==> src/rtl/field_entry_pkg.sv <==
// Shared definitions for the field-entry sequencer.
//   state_t   : controller states (IDLE / ENTER / COMMIT)
//   cnt_w     : bits needed to hold a counter value 0..n-1 (at least 1)
//   field_off : bit offset of field f of channel c in a packed field bus
package field_entry_pkg;

  typedef enum logic [1:0] {
    ST_IDLE   = 2'd0,
    ST_ENTER  = 2'd1,
    ST_COMMIT = 2'd2
  } state_t;

  function automatic int cnt_w(input int n);
    return (n > 1) ? $clog2(n) : 1;
  endfunction

  function automatic int field_off(input int c, input int f,
                                   input int max_fields, input int field_w);
    return (c * max_fields + f) * field_w;
  endfunction

endpackage

==> src/rtl/entry_timeout_cnt.sv <==
// Inactivity counter for an entry in progress.
// Ports:
//   clk, rst   : clock, synchronous active-low reset
//   i_clear    : force count to zero (highest priority)
//   i_enable   : count one idle cycle
//   o_tc       : count has reached TIMEOUT_CYC-1
// The count saturates at TIMEOUT_CYC-1 so it can never wrap back to zero.
module entry_timeout_cnt
  import field_entry_pkg::*;
#(
  parameter int TIMEOUT_CYC = 500_000_000
) (
  input  logic clk,
  input  logic rst,
  input  logic i_clear,
  input  logic i_enable,
  output logic o_tc
);

  localparam int            TW     = cnt_w(TIMEOUT_CYC);
  localparam logic [TW-1:0] TC_VAL = TW'(TIMEOUT_CYC - 1);

  logic [TW-1:0] r_cnt;

  // NOTE: state is updated with non-blocking assignments so every register
  // samples the pre-edge values, independent of statement order.
  always_ff @(posedge clk) begin
    if (!rst)                            r_cnt <= '0;
    else if (i_clear)                    r_cnt <= '0;
    else if (i_enable && r_cnt != TC_VAL) r_cnt <= r_cnt + TW'(1);
  end

  assign o_tc = (r_cnt == TC_VAL);

endmodule

==> src/rtl/field_entry_ctrl.sv <==
// Multi-channel field-entry sequencer. A channel is selected with btn_sel,
// its fields are stepped through with btn_next (range-checked against
// FIELD_MIN/FIELD_MAX), and on the last field the whole channel slice is
// written to buf_out with a one-cycle commit strobe.
// Ports:
//   clk, rst    : clock, synchronous active-low reset
//   btn_sel     : per-channel start pulses (lowest index wins)
//   btn_next    : accept sw_val as the current field
//   btn_cancel  : abort the entry in progress
//   sw_val      : field value from the switches
//   busy        : entry (or its commit cycle) in progress
//   ch_active   : one-hot channel being entered, 0 when idle
//   step        : index of the field being entered
//   buf_out     : committed fields, field f of channel c at (c*MAX_FIELDS+f)*FIELD_W
//   commit      : one-cycle strobe, channel slice just updated
//   err         : one-cycle strobe, out-of-range value rejected
//   timeout     : one-cycle strobe, entry aborted for inactivity
module field_entry_ctrl
  import field_entry_pkg::*;
#(
  parameter int N_CH       = 3,
  parameter int MAX_FIELDS = 3,
  parameter int FIELD_W    = 7,
  // 2-bit count per channel; a count of 0 wraps to mean 4 fields
  parameter logic [2*N_CH-1:0] NFIELDS = {2'd2, 2'd3, 2'd2},
  parameter logic [N_CH*MAX_FIELDS*FIELD_W-1:0] FIELD_MIN =
    {7'd0, 7'd0, 7'd0,  7'd1, 7'd1, 7'd0,   7'd0, 7'd0, 7'd0},
  parameter logic [N_CH*MAX_FIELDS*FIELD_W-1:0] FIELD_MAX =
    {7'd0, 7'd59, 7'd23, 7'd31, 7'd12, 7'd99, 7'd0, 7'd59, 7'd23},
  parameter logic [N_CH*MAX_FIELDS*FIELD_W-1:0] RST_VAL =
    {7'd0, 7'd0, 7'd0,  7'd22, 7'd1, 7'd21,  7'd0, 7'd0, 7'd0},
  parameter int TIMEOUT_CYC = 500_000_000
) (
  input  logic                              clk,
  input  logic                              rst,
  input  logic [N_CH-1:0]                   btn_sel,
  input  logic                              btn_next,
  input  logic                              btn_cancel,
  input  logic [FIELD_W-1:0]                sw_val,
  output logic                              busy,
  output logic [N_CH-1:0]                   ch_active,
  output logic [1:0]                        step,
  output logic [N_CH*MAX_FIELDS*FIELD_W-1:0] buf_out,
  output logic [N_CH-1:0]                   commit,
  output logic                              err,
  output logic                              timeout
);

  localparam int BUF_W   = N_CH * MAX_FIELDS * FIELD_W;
  localparam int SLICE_W = MAX_FIELDS * FIELD_W;
  localparam int CH_W    = cnt_w(N_CH);

  state_t              r_state,     w_state_nxt;
  logic [CH_W-1:0]     r_ch,        w_ch_nxt;
  logic [1:0]          r_step,      w_step_nxt;
  logic [SLICE_W-1:0]  r_work,      w_work_nxt;
  logic [BUF_W-1:0]    r_buf,       w_buf_nxt;
  logic [N_CH-1:0]     r_commit,    w_commit_nxt;
  logic [N_CH-1:0]     r_ch_active, w_ch_active_nxt;
  logic                r_busy,      w_busy_nxt;
  logic                r_err,       w_err_nxt;
  logic                r_timeout,   w_timeout_nxt;

  logic [CH_W-1:0]     w_sel_idx;
  logic [SLICE_W-1:0]  w_work_merged;
  logic [FIELD_W-1:0]  w_lo, w_hi;
  logic                w_in_range, w_last, w_tc;
  int                  w_off;

  entry_timeout_cnt #(.TIMEOUT_CYC(TIMEOUT_CYC)) u_tmr (
    .clk      (clk),
    .rst      (rst),
    .i_clear  ((r_state != ST_ENTER) | btn_next),
    .i_enable (~btn_cancel),
    .o_tc     (w_tc)
  );

  // Descending scan so the lowest requesting channel is assigned last and wins.
  always_comb begin
    w_sel_idx = '0;
    for (int i = N_CH - 1; i >= 0; i--)
      if (btn_sel[i]) w_sel_idx = CH_W'(i);
  end

  always_comb begin
    w_off         = field_off(int'(r_ch), int'(r_step), MAX_FIELDS, FIELD_W);
    w_lo          = FIELD_MIN[w_off +: FIELD_W];
    w_hi          = FIELD_MAX[w_off +: FIELD_W];
    w_in_range    = (sw_val >= w_lo) && (sw_val <= w_hi);
    w_last        = (r_step == NFIELDS[2*int'(r_ch) +: 2] - 2'd1);
    w_work_merged = r_work;
    w_work_merged[int'(r_step)*FIELD_W +: FIELD_W] = sw_val;
  end

  // NOTE: every signal driven here gets a default first, so no path can
  // leave it unassigned and infer a latch.
  always_comb begin
    w_state_nxt     = r_state;
    w_ch_nxt        = r_ch;
    w_step_nxt      = r_step;
    w_work_nxt      = r_work;
    w_buf_nxt       = r_buf;
    w_commit_nxt    = '0;
    w_err_nxt       = 1'b0;
    w_timeout_nxt   = 1'b0;

    unique case (r_state)
      ST_IDLE: begin
        w_step_nxt = '0;
        if (|btn_sel) begin
          w_state_nxt = ST_ENTER;
          w_ch_nxt    = w_sel_idx;
          w_work_nxt  = r_buf[int'(w_sel_idx)*SLICE_W +: SLICE_W];
        end
      end
      ST_ENTER: begin
        if (btn_cancel) begin
          w_state_nxt = ST_IDLE;
          w_step_nxt  = '0;
        end else if (btn_next) begin
          if (!w_in_range) begin
            w_err_nxt = 1'b1;
          end else begin
            w_work_nxt = w_work_merged;
            if (w_last) begin
              // Commit from the merged value so the last field lands on this edge.
              w_buf_nxt[int'(r_ch)*SLICE_W +: SLICE_W] = w_work_merged;
              w_commit_nxt[r_ch] = 1'b1;
              w_state_nxt        = ST_COMMIT;
            end else begin
              w_step_nxt = r_step + 2'd1;
            end
          end
        end else if (w_tc) begin
          w_state_nxt   = ST_IDLE;
          w_step_nxt    = '0;
          w_timeout_nxt = 1'b1;
        end
      end
      ST_COMMIT: begin
        w_state_nxt = ST_IDLE;
        w_step_nxt  = '0;
      end
      default: begin
        w_state_nxt = ST_IDLE;
        w_step_nxt  = '0;
      end
    endcase

    w_busy_nxt      = (w_state_nxt != ST_IDLE);
    w_ch_active_nxt = '0;
    w_ch_active_nxt[w_ch_nxt] = w_busy_nxt;
  end

  // NOTE: buf_out is a plain register bank, so it is reset to RST_VAL like any
  // other state; the working buffer is reset too so its contents are defined.
  always_ff @(posedge clk) begin
    if (!rst) begin
      r_state     <= ST_IDLE;
      r_ch        <= '0;
      r_step      <= '0;
      r_work      <= '0;
      r_buf       <= RST_VAL;
      r_commit    <= '0;
      r_ch_active <= '0;
      r_busy      <= 1'b0;
      r_err       <= 1'b0;
      r_timeout   <= 1'b0;
    end else begin
      r_state     <= w_state_nxt;
      r_ch        <= w_ch_nxt;
      r_step      <= w_step_nxt;
      r_work      <= w_work_nxt;
      r_buf       <= w_buf_nxt;
      r_commit    <= w_commit_nxt;
      r_ch_active <= w_ch_active_nxt;
      r_busy      <= w_busy_nxt;
      r_err       <= w_err_nxt;
      r_timeout   <= w_timeout_nxt;
    end
  end

  assign busy      = r_busy;
  assign ch_active = r_ch_active;
  assign step      = r_step;
  assign buf_out   = r_buf;
  assign commit    = r_commit;
  assign err       = r_err;
  assign timeout   = r_timeout;

endmodule

==> config.mk <==
export PLATFORM = sky130hd
export DESIGN_NAME = field_entry_ctrl
export DESIGN_NICKNAME = d
export VERILOG_FILES = /design/src/rtl/field_entry_pkg.sv /design/src/rtl/entry_timeout_cnt.sv /design/src/rtl/field_entry_ctrl.sv
export SDC_FILE = /design/constraint.sdc
export NUM_CORES = 1
export LEC_CHECK = 0
export ABC_AREA = 1
export BUFFER_PORTS_ARGS = -buffer_cell sky130_fd_sc_hd__buf_2
export CORE_MARGIN = 2
export CORE_UTILIZATION = 55
export DETAILED_ROUTE_END_ITERATION = 10
export GPL_ROUTABILITY_DRIVEN = 0
export PLACE_DENSITY = 0.86
export RECOVER_POWER = 25
export SETUP_SLACK_MARGIN = 0.4
export SKIP_CTS_REPAIR_TIMING = 1
export SYNTH_ARGS = -nofsm -noshare
export SYNTH_HDL_FRONTEND = slang
export SYNTH_SLANG_ARGS = --single-unit
==> constraint.sdc <==
create_clock -name clk -period 8.85 [get_ports clk]
set_input_delay 0.885 -clock clk [delete_from_list [all_inputs] [get_ports clk]]
set_output_delay 0.885 -clock clk [all_outputs]
set_load 0.01 [all_outputs]
==> results.json, run 1 <==
{
  "viasPerCell": 5.72,
  "path_max_fanout": 105,
  "drt_iter0_markers": 1228,
  "final_layout_size_suffix_gt1_share_pct": 10.1,
  "slew_viol_final": 0,
  "synthesis.area_sq_mm": 0.00773,
  "power.combinational.fraction_pct": 13.3,
  "synth-edff-count": 0,
  "post_synth_inst_count": 1214,
  "power_frac_seq_pct": 40.0,
  "nNetsFinal": 1293,
  "cts_tree": "built",
  "cp_top_family": "adder cells",
  "drt_first_pass_iters": 8,
  "hold_viol_final": 0,
  "area_growth_pct": 11.7,
  "cap_viol_max_count": 0,
  "intPower_mw": 1.08,
  "cts.root.buffer_cell": "clkbuf_16",
  "dominant_combinational_cell_family_by_area_after_synthesis": "simple AND/OR/NAND/NOR gates",
  "maximum_level_of_the_cts_h_tree": 4,
  "row_count": 43,
  "synth_xor_area_share_pct": 1.47,
  "critical-path-slowest-cell": "buf_4",
  "boundary_pins": 88,
  "grt_use_total_pct": 30.6,
  "tightest_slew_ns": 1.18,
  "clock_latency_ns": 0.42,
  "postRouteWirelength_um": 23100,
  "synth_simple_gate_area_share_pct": 38.4,
  "critical_path_buf_inv_count": 4,
  "grt_antenna_before_repair": 1,
  "run_status": "finished, final reports clean",
  "power.static_leakage_nw": 3.59,
  "layout.cells.most_common": "nand2_1",
  "port_bufs": 87,
  "critical_path.cell_chain": "inv_1 -> fa_1 -> inv_1 -> ha_1 -> inv_1 -> fa_1 -> or2_2 -> a21oi_1 -> ha_1 -> nand3_1 -> nand2_1 -> nand2_1 -> nand2_1 -> nand2_2 -> nand4_4 -> nor2_4 -> buf_4 -> nand3_1 -> nand2_1 -> nor2_1",
  "setup.worst_path.class": "reg2reg",
  "first_pass_grt_wire_length_um": 36000,
  "chipHeight_um": 123,
  "p_sw_share_pct": 28.3,
  "clock-sinks": 128,
  "crit-reg2reg-launch": "r_ch[0]",
  "cp-end-kind": "flip-flop",
  "drt-wirelength-per-cell_um": 15.9,
  "grt_start_max_net_pins": 106,
  "final.period_utilization_pct": 55.2,
  "setup_viol_count_final": 0,
  "cp_num_cells": 20,
  "post-route-drc-count": 0,
  "dominantRegCellSynth": "dfxtp_1",
  "multiInputGateArea_sq_mm": 0.00442,
  "layout_min_cycle_time_ns": 4.88,
  "vdd_drop_max_uv": 133,
  "cts.clk_slew.worst_paths_ns": 0.06,
  "postSynth.asyncResetShare_pct": 0,
  "starting_utilization_of_the_core_area_pct": 55.9,
  "achievable_frequency_mhz": 205,
  "cts_made_buffers": 17,
  "coreArea_sq_mm": 0.0138,
  "complex_gate_fraction_of_the_synthesized_area_pct": 13.1,
  "ys_seq_area_share_pct": 33.1,
  "grt_setup_unrepaired": "false",
  "pwr-share-clk_pct": 46.6,
  "ff2ff_setup_slack_ns": 3.97,
  "synth.mux.area_fraction_pct": 0,
  "yosys_warnings": 0,
  "critical_path.max_stage_delay_ns": 0.84,
  "crit_start": "r_ch[0]",
  "synthesis.area_per_instance_sq_um": 6.37,
  "postSynthRegisterBits": 128,
  "gr-total-overflow": 0,
  "crit_top_cell": "nand2_1",
  "final-seq-area_sq_mm": 0.00256,
  "routed-via-count": 8299,
  "power.total_mw": 1.50,
  "fin_cells": 1450,
  "timing.critical_path.to": "buf_out[49]",
  "most_frequent_cells_in_the_layout": "319 x nand2_1, 165 x nor2_1, 160 x nand3_1",
  "fp.dieArea_sq_mm": 0.0150,
  "fin_tns_setup_ns": 0,
  "syn_nets": 1251,
  "drt.antenna.violating_nets": 0,
  "worst_r2r_endpoint": "buf_out[49]",
  "placed_cells": 1417,
  "power.density_mw_per_mm2": 174,
  "hpwl_um": 15300,
  "timing.max_slew.rel_slack_pct": 21.6,
  "die_w_um": 123,
  "critical_path.startpoint_type": "flip-flop",
  "max-clock-path-buffers": 2,
  "netSwitchingPower_mw": 0.426,
  "crit_required_ns": 9.16,
  "reg2regPathDepth": 20,
  "first_global_vias": 7183,
  "fill_cells": 1253,
  "crit_arrival_ns": 5.19,
  "worst_hold_path_type": "reg2reg",
  "netlist-cell-type-count": 44,
  "synth-adder-area-share_pct": 3.92,
  "skew_ns": 0.00558
}
==> cell usage after synthesis (11+ instances only) <==
| master | instances | area share [%] |
|---|---|---|
| a21oi_1 | 98 | 6.3 |
| a21oi_2 | 21 | 2.4 |
| buf_2 | 28 | 1.8 |
| clkbuf_1 | 28 | 1.4 |
| dfxtp_1 | 128 | 33 |
| ha_1 | 21 | 3.4 |
| inv_1 | 93 | 4.5 |
| nand2_1 | 319 | 15 |
| nand3_1 | 160 | 10 |
| nor2_1 | 166 | 8.1 |
| nor3_1 | 18 | 1.2 |
| o21ai_0 | 25 | 1.6 |
| o22ai_1 | 22 | 1.8 |
| xor2_1 | 11 | 1.2 |
==> per-layer routing <==
layer	GRT usage (%)	routed length [um]
met1	42.8	9530
met2	45.3	10100
met3	8.41	2840
met4	10.8	588
met5	0	0
==> sequential cells by signal (all words and copies together) (netlist names), 2 cells and up <==
name	cells
r_state	2
u_tmr.r_cnt	29
commit	3
r_ch	2
step	2
buf_out	63
r_work	21
ch_active	3
==> how the worst min path moves through the flow <==
| stage | startpoint | to | slack, ns | cells after the start |
|---|---|---|---|---|
| 2_1_floorplan | u_tmr.r_cnt[4] | u_tmr.r_cnt[4] | 0.45 | 2 |
| 3_3_place_gp | r_work[13] | r_work[13] | 0.46 | 2 |
| 3_5_place_dp | u_tmr.r_cnt[4] | u_tmr.r_cnt[4] | 0.46 | 2 |
| 4_1_cts | u_tmr.r_cnt[4] | u_tmr.r_cnt[4] | 0.47 | 2 |
| 5_1_grt | r_work[16] | r_work[16] | 0.50 | 2 |
| 6_report | u_tmr.r_cnt[4] | u_tmr.r_cnt[4] | 0.48 | 2 |
==> power by group through the flow <==
stage	clock network [mW]	registers, mW	logic (mW)
2_1_floorplan	0	0.613	0.146
3_3_place_gp	0	0.613	0.190
3_5_place_dp	0	0.614	0.193
4_1_cts	0.700	0.602	0.195
5_1_grt	0.727	0.603	0.222
6_report	0.702	0.602	0.201
==> stage by stage <==
step / utilization (%) / area (sq um) / setup slack, ns / hold WS [ns]
after floorplan: - / 7730 / 5.08 / 0.448
after global placement: 58.6 / 8100 / 4.26 / 0.460
after detailed placement: 58.6 / 8100 / 4.08 / 0.464
after CTS: 62.9 / 8690 / 4.06 / 0.472
after global routing: 62.4 / 8630 / 3.60 / 0.496
final: 62.4 / 8630 / 3.97 / 0.477
==> logic make-up after synthesis <==
group	count (synthesis)
AO/OA/AOI/OAI	177
XOR/XNOR	13
adder cells (fa/ha/maj)	23
flip-flops	128
AND/OR/NAND/NOR	696
buffers and inverters	177
==> worst min-delay path, delay by kind of cell, from the launching register on <==
family          cells  cell delay, ns
compound gates      1            0.05
buf+inv             1            0.06
flops               1            0.33
==> cell type report <==
cell class                 count  share of cell area (%)
clock inverter                13                    1.59
timing repair buffer          96                    5.10
sequential                   128                    29.7
tap                          180                    2.61
multi-input combinational    909                    51.2
antenna                        1                  0.0290
clock buffer                  19                    5.25
inverter                     104                    4.58
No activity file was read; power rests on OpenSTA's default activity.
==> inputs of run 2 (changes only) <==
- clock period: 8.85 -> 4.73 ns (I/O delays scaled with it)
==> run 2 against run 1 <==
Critical path depth is the same. Flip-flop and latch count unchanged. First-iteration DRC count increased by 2.0%. Non-clock buffer count rose by 7. Largest power group unchanged.
==> results.json, run 2 (same netlist as run 1, synthesis figures left out) <==
{
  "hold_viol_final": 0,
  "netSwitchingPower_mw": 0.778,
  "stdcell_area_sq_mm": 0.00878,
  "cap_viol_max_count": 0,
  "cts_made_buffers": 17,
  "fin_tns_setup_ns": 0,
  "final_critical_path_setup_slack_ns": 0.689,
  "most_frequent_cells_in_the_layout": "319 x nand2_1, 165 x nor2_1, 160 x nand3_1",
  "crit_arrival_ns": 4.36,
  "cp-end-kind": "flip-flop",
  "crit_required_ns": 5.05,
  "slew_viol_final": 0,
  "max-clock-path-buffers": 2,
  "grt_setup_unrepaired": "false",
  "place_ws_ns": 0.651,
  "grt_antenna_before_repair": 1,
  "gr-total-overflow": 0,
  "number_of_flip_flops_in_the_largest_register": 63,
  "cp_top_family": "adder cells",
  "tightest_slew_ns": 1.18,
  "viasPerCell": 5.81,
  "drt.antenna.violating_nets": 0,
  "hpwl_um": 15400,
  "cts_tree": "built",
  "area_growth_pct": 13.5,
  "grt_start_max_net_pins": 106,
  "hold_worst_slack_ns": 0.431,
  "layout_min_cycle_time_ns": 4.04,
  "drt_iter0_markers": 1252,
  "postRouteWirelength_um": 23400,
  "worst_hold_path_type": "in2reg",
  "skew_ns": 0.00996,
  "p_sw_share_pct": 26.5,
  "final-seq-area_sq_mm": 0.00256,
  "final_layout_size_suffix_gt1_share_pct": 10.5,
  "power.static_leakage_nw": 3.68,
  "crit_top_cell": "inv_1",
  "power.total_mw": 2.93,
  "fp.dieArea_sq_mm": 0.0150,
  "first_global_vias": 7124,
  "placed_cells": 1422,
  "power_frac_seq_pct": 38.4,
  "utilization_pct": 63.5,
  "vdd_drop_max_uv": 228,
  "port_bufs": 87,
  "layout.cells.most_common": "nand2_1",
  "pwr-share-clk_pct": 48.6,
  "nNetsFinal": 1300,
  "starting_utilization_of_the_core_area_pct": 55.9,
  "cts.root.buffer_cell": "clkbuf_16",
  "timing.max_slew.rel_slack_pct": 21.0,
  "routed-via-count": 8466,
  "maximum_level_of_the_cts_h_tree": 4,
  "critical_path.startpoint_type": "flip-flop",
  "grt_use_total_pct": 30.0,
  "setup_viol_count_final": 0,
  "final.period_utilization_pct": 85.4,
  "critical_path.max_stage_delay_ns": 0.55,
  "multiInputGateArea_sq_mm": 0.00442,
  "chipHeight_um": 123,
  "first_pass_grt_wire_length_um": 35400,
  "die_w_um": 123,
  "critical-path-slowest-cell": "fa_1",
  "critical_path.cell_chain": "inv_1 -> fa_1 -> inv_1 -> ha_1 -> inv_1 -> fa_1 -> or2_2 -> o22ai_1 -> inv_1 -> ha_1 -> nand2_1 -> nor2_1 -> nand4_1 -> nand2_2 -> nand4_4 -> nor2_4 -> buf_12 -> nand3_1 -> nand2_1 -> nor2_1",
  "drt_first_pass_iters": 7,
  "achievable_frequency_mhz": 247,
  "cts.clk_slew.worst_paths_ns": 0.06,
  "clock-sinks": 128,
  "clock_latency_ns": 0.43,
  "post-route-drc-count": 0,
  "intPower_mw": 2.16,
  "post_dp_cell_area_sq_mm": 0.00815,
  "run_status": "finished, final reports clean",
  "setup.worst_path.class": "reg2reg",
  "coreArea_sq_mm": 0.0138,
  "fin_cells": 1457,
  "path_max_fanout": 52,
  "drt-wirelength-per-cell_um": 16.1,
  "row_count": 43,
  "power.density_mw_per_mm2": 334,
  "boundary_pins": 88,
  "power.combinational.fraction_pct": 13.0,
  "critical_path_buf_inv_count": 5,
  "fill_cells": 1239
}
-- run 2: layer usage --
layer | vias to the layer above | part of all wire, % | track usage [%]
li1 | 4038 | - | -
met1 | 3787 | 41 | 40.6
met2 | 553 | 43 | 44.9
met3 | 88 | 13 | 8.74
met4 | 0 | 3.2 | 12.1
met5 | - | 0 | 0
-- run 2: cell type report --
| type | count | share of cell area (%) |
|---|---|---|
| clock buffer | 23 | 5.56 |
| inverter | 104 | 4.51 |
| antenna | 1 | 0.0285 |
| sequential | 128 | 29.2 |
| multi-input combinational | 909 | 50.3 |
| timing repair buffer | 103 | 6.06 |
| tap | 180 | 2.57 |
| clock inverter | 9 | 1.75 |
-- run 2: final timing paths --
path,start,endpoint,slack (ns),cells past startpoint
setup / recovery,step[1],buf_out[47],0.69,20
hold / removal,btn_sel[2],r_state[0],0.43,3
setup reg to reg,step[1],buf_out[47],0.69,20
hold reg to reg,u_tmr.r_cnt[4],u_tmr.r_cnt[4],0.47,2
-- run 2: worst min-delay path, cell delays in order --
cell     delay, ns
buf_2         0.09
a21oi_2       0.08
a21oi_1       0.16
-- run 2: power by group through the flow --
stage,clock (mW),combinational [mW],sequential (mW)
3_5_place_dp,0,0.363,1.15
6_report,1.43,0.383,1.13
4_1_cts,1.43,0.366,1.13
2_1_floorplan,0,0.272,1.15
3_3_place_gp,0,0.357,1.15
5_1_grt,1.47,0.417,1.13
==> inputs of run 3 (changes only) <==
- CORE_UTILIZATION: 55 -> 59
- PLACE_DENSITY: 0.86 -> 0.9
==> run 3 against run 2 <==
Power fell by 5.3%. Worst setup slack got worse by 0.020 ns. Die area fell by 6.6%. Global-route usage rose by 2.3 points. Non-clock buffer count fell by 2. First-iteration DRC count rose by 6.5%. Sequential share of layout area rose by 0.39 points. Critical path type unchanged. Largest cell class unchanged. Largest power group unchanged.
==> results.json, run 3 (same netlist as run 1, synthesis figures left out) <==
{
  "run_status": "finished, final reports clean",
  "hold_path_depth": 3,
  "path_max_fanout": 43,
  "cts.clk_slew.worst_paths_ns": 0.06,
  "hold_viol_final": 0,
  "cts_made_buffers": 17,
  "most_frequent_cells_in_the_layout": "319 x nand2_1, 165 x nor2_1, 160 x nand3_1",
  "skew_ns": 0.00845,
  "setup_viol_count_final": 0,
  "tightest_slew_ns": 1.26,
  "die_w_um": 118,
  "setup.worst_path.class": "reg2reg",
  "chipHeight_um": 118,
  "drt_iter0_markers": 1333,
  "power.total_mw": 2.78,
  "fin_tns_setup_ns": 0,
  "nNetsFinal": 1298,
  "layout_min_cycle_time_ns": 4.06,
  "grt_antenna_before_repair": 0,
  "grt_use_total_pct": 32.4,
  "slew_viol_final": 0,
  "port_bufs": 87,
  "crit_arrival_ns": 4.37,
  "cts.root.buffer_cell": "clkbuf_16",
  "row_count": 41,
  "drt_first_pass_iters": 6,
  "final_layout_size_suffix_gt1_share_pct": 10.3,
  "grt_start_max_net_pins": 88,
  "boundary_pins": 88,
  "cap_viol_max_count": 0,
  "drt-wirelength-per-cell_um": 16.2,
  "power.static_leakage_nw": 3.64,
  "final.period_utilization_pct": 85.8,
  "drt.antenna.violating_nets": 0,
  "cp-end-kind": "flip-flop",
  "crit_required_ns": 5.04,
  "reg2regPathDepth": 20,
  "area_growth_pct": 12.0,
  "max-clock-path-buffers": 2,
  "coreArea_sq_mm": 0.0127,
  "fp.dieArea_sq_mm": 0.0140,
  "antenna_cells_inserted": 0,
  "post-route-drc-count": 0,
  "clock_latency_ns": 0.42,
  "grt_setup_unrepaired": "true",
  "number_of_flip_flops_in_the_largest_register": 63,
  "maximum_level_of_the_cts_h_tree": 4,
  "hpwl_um": 15400,
  "gr-total-overflow": 0,
  "first_pass_grt_wire_length_um": 36900,
  "power.density_mw_per_mm2": 321,
  "vdd_drop_max_uv": 273,
  "achievable_frequency_mhz": 246,
  "postRouteWirelength_um": 23400,
  "fill_cells": 1140,
  "viasPerCell": 5.91,
  "layout.cells.most_common": "nand2_1",
  "first_global_vias": 7290,
  "critical_path.startpoint_type": "flip-flop",
  "starting_utilization_of_the_core_area_pct": 60.8,
  "worst_hold_path_type": "in2reg",
  "routed-via-count": 8552,
  "cts_tree": "built",
  "clock-sinks": 128,
  "timing.max_slew.rel_slack_pct": 15.9
}
run 3: path summary, 6_finish.rpt:
check / startpoint / slack [ns] / end
hold reg to reg: r_work[16] / 0.48 / r_work[16]
setup reg to reg: r_ch[1] / 0.67 / buf_out[13]
hold / removal: btn_sel[2] / 0.45 / r_state[0]
setup / recovery: r_ch[1] / 0.67 / buf_out[13]
run 3: power by group:
group	switching [mW]	internal, mW	leakage (nW)	total [mW]
registers	0.0170	1.11	1.04	1.13
clock network	0.486	0.784	0.280	1.27
logic	0.273	0.109	2.32	0.382
run 3: layer usage:
metal | track usage, % | vias up | part of all wire [%]
met1 | 43.3 | 3876 | 39
li1 | - | 4029 | -
met5 | 0 | - | 0
met3 | 6.95 | 89 | 11
met2 | 50.1 | 558 | 45
met4 | 14.6 | 0 | 3.9
run 3: critical path, cell delays in order (launching register included):
cell and delay (ns):
dfxtp_1 0.36, inv_1 0.18, fa_1 0.52, inv_1 0.04, ha_1 0.18, inv_1 0.06, fa_1 0.41, or2_2 0.35
a22oi_1 0.19, ha_1 0.27, nand2_1 0.06, nand2_1 0.04, a21oi_1 0.12, nand2_1 0.08, nand2_2 0.11, nand4_4 0.11
nor2_4 0.19, buf_6 0.39, nand3_1 0.12, nand2_1 0.09, nor2_1 0.05
run 3: cell type report:
type / instances / area [sq um] / area share (%)
clock buffers: 21 / 450 / 5.20
clock inverters: 11 / 115 / 1.33
inverters: 104 / 395 / 4.57
multi-input cells: 909 / 4420 / 51.0
flip-flops and latches: 128 / 2560 / 29.6
well taps: 172 / 215 / 2.49
repair buffers: 101 / 504 / 5.82
run 3: metrics by stage:
stage                     hold slack [ns]  util (%)  setup slack [ns]  cells  area (sq um)
after floorplan                     0.448         -             0.958   1214          7730
after global placement              0.460      63.9             0.812   1413          8140
after detailed placement            0.468      63.9             0.726   1413          8140
after CTS                           0.426      68.4             0.716   1445          8700
after global routing                0.434      68.1             0.374   1446          8660
final                               0.449      68.1             0.670   1446          8660
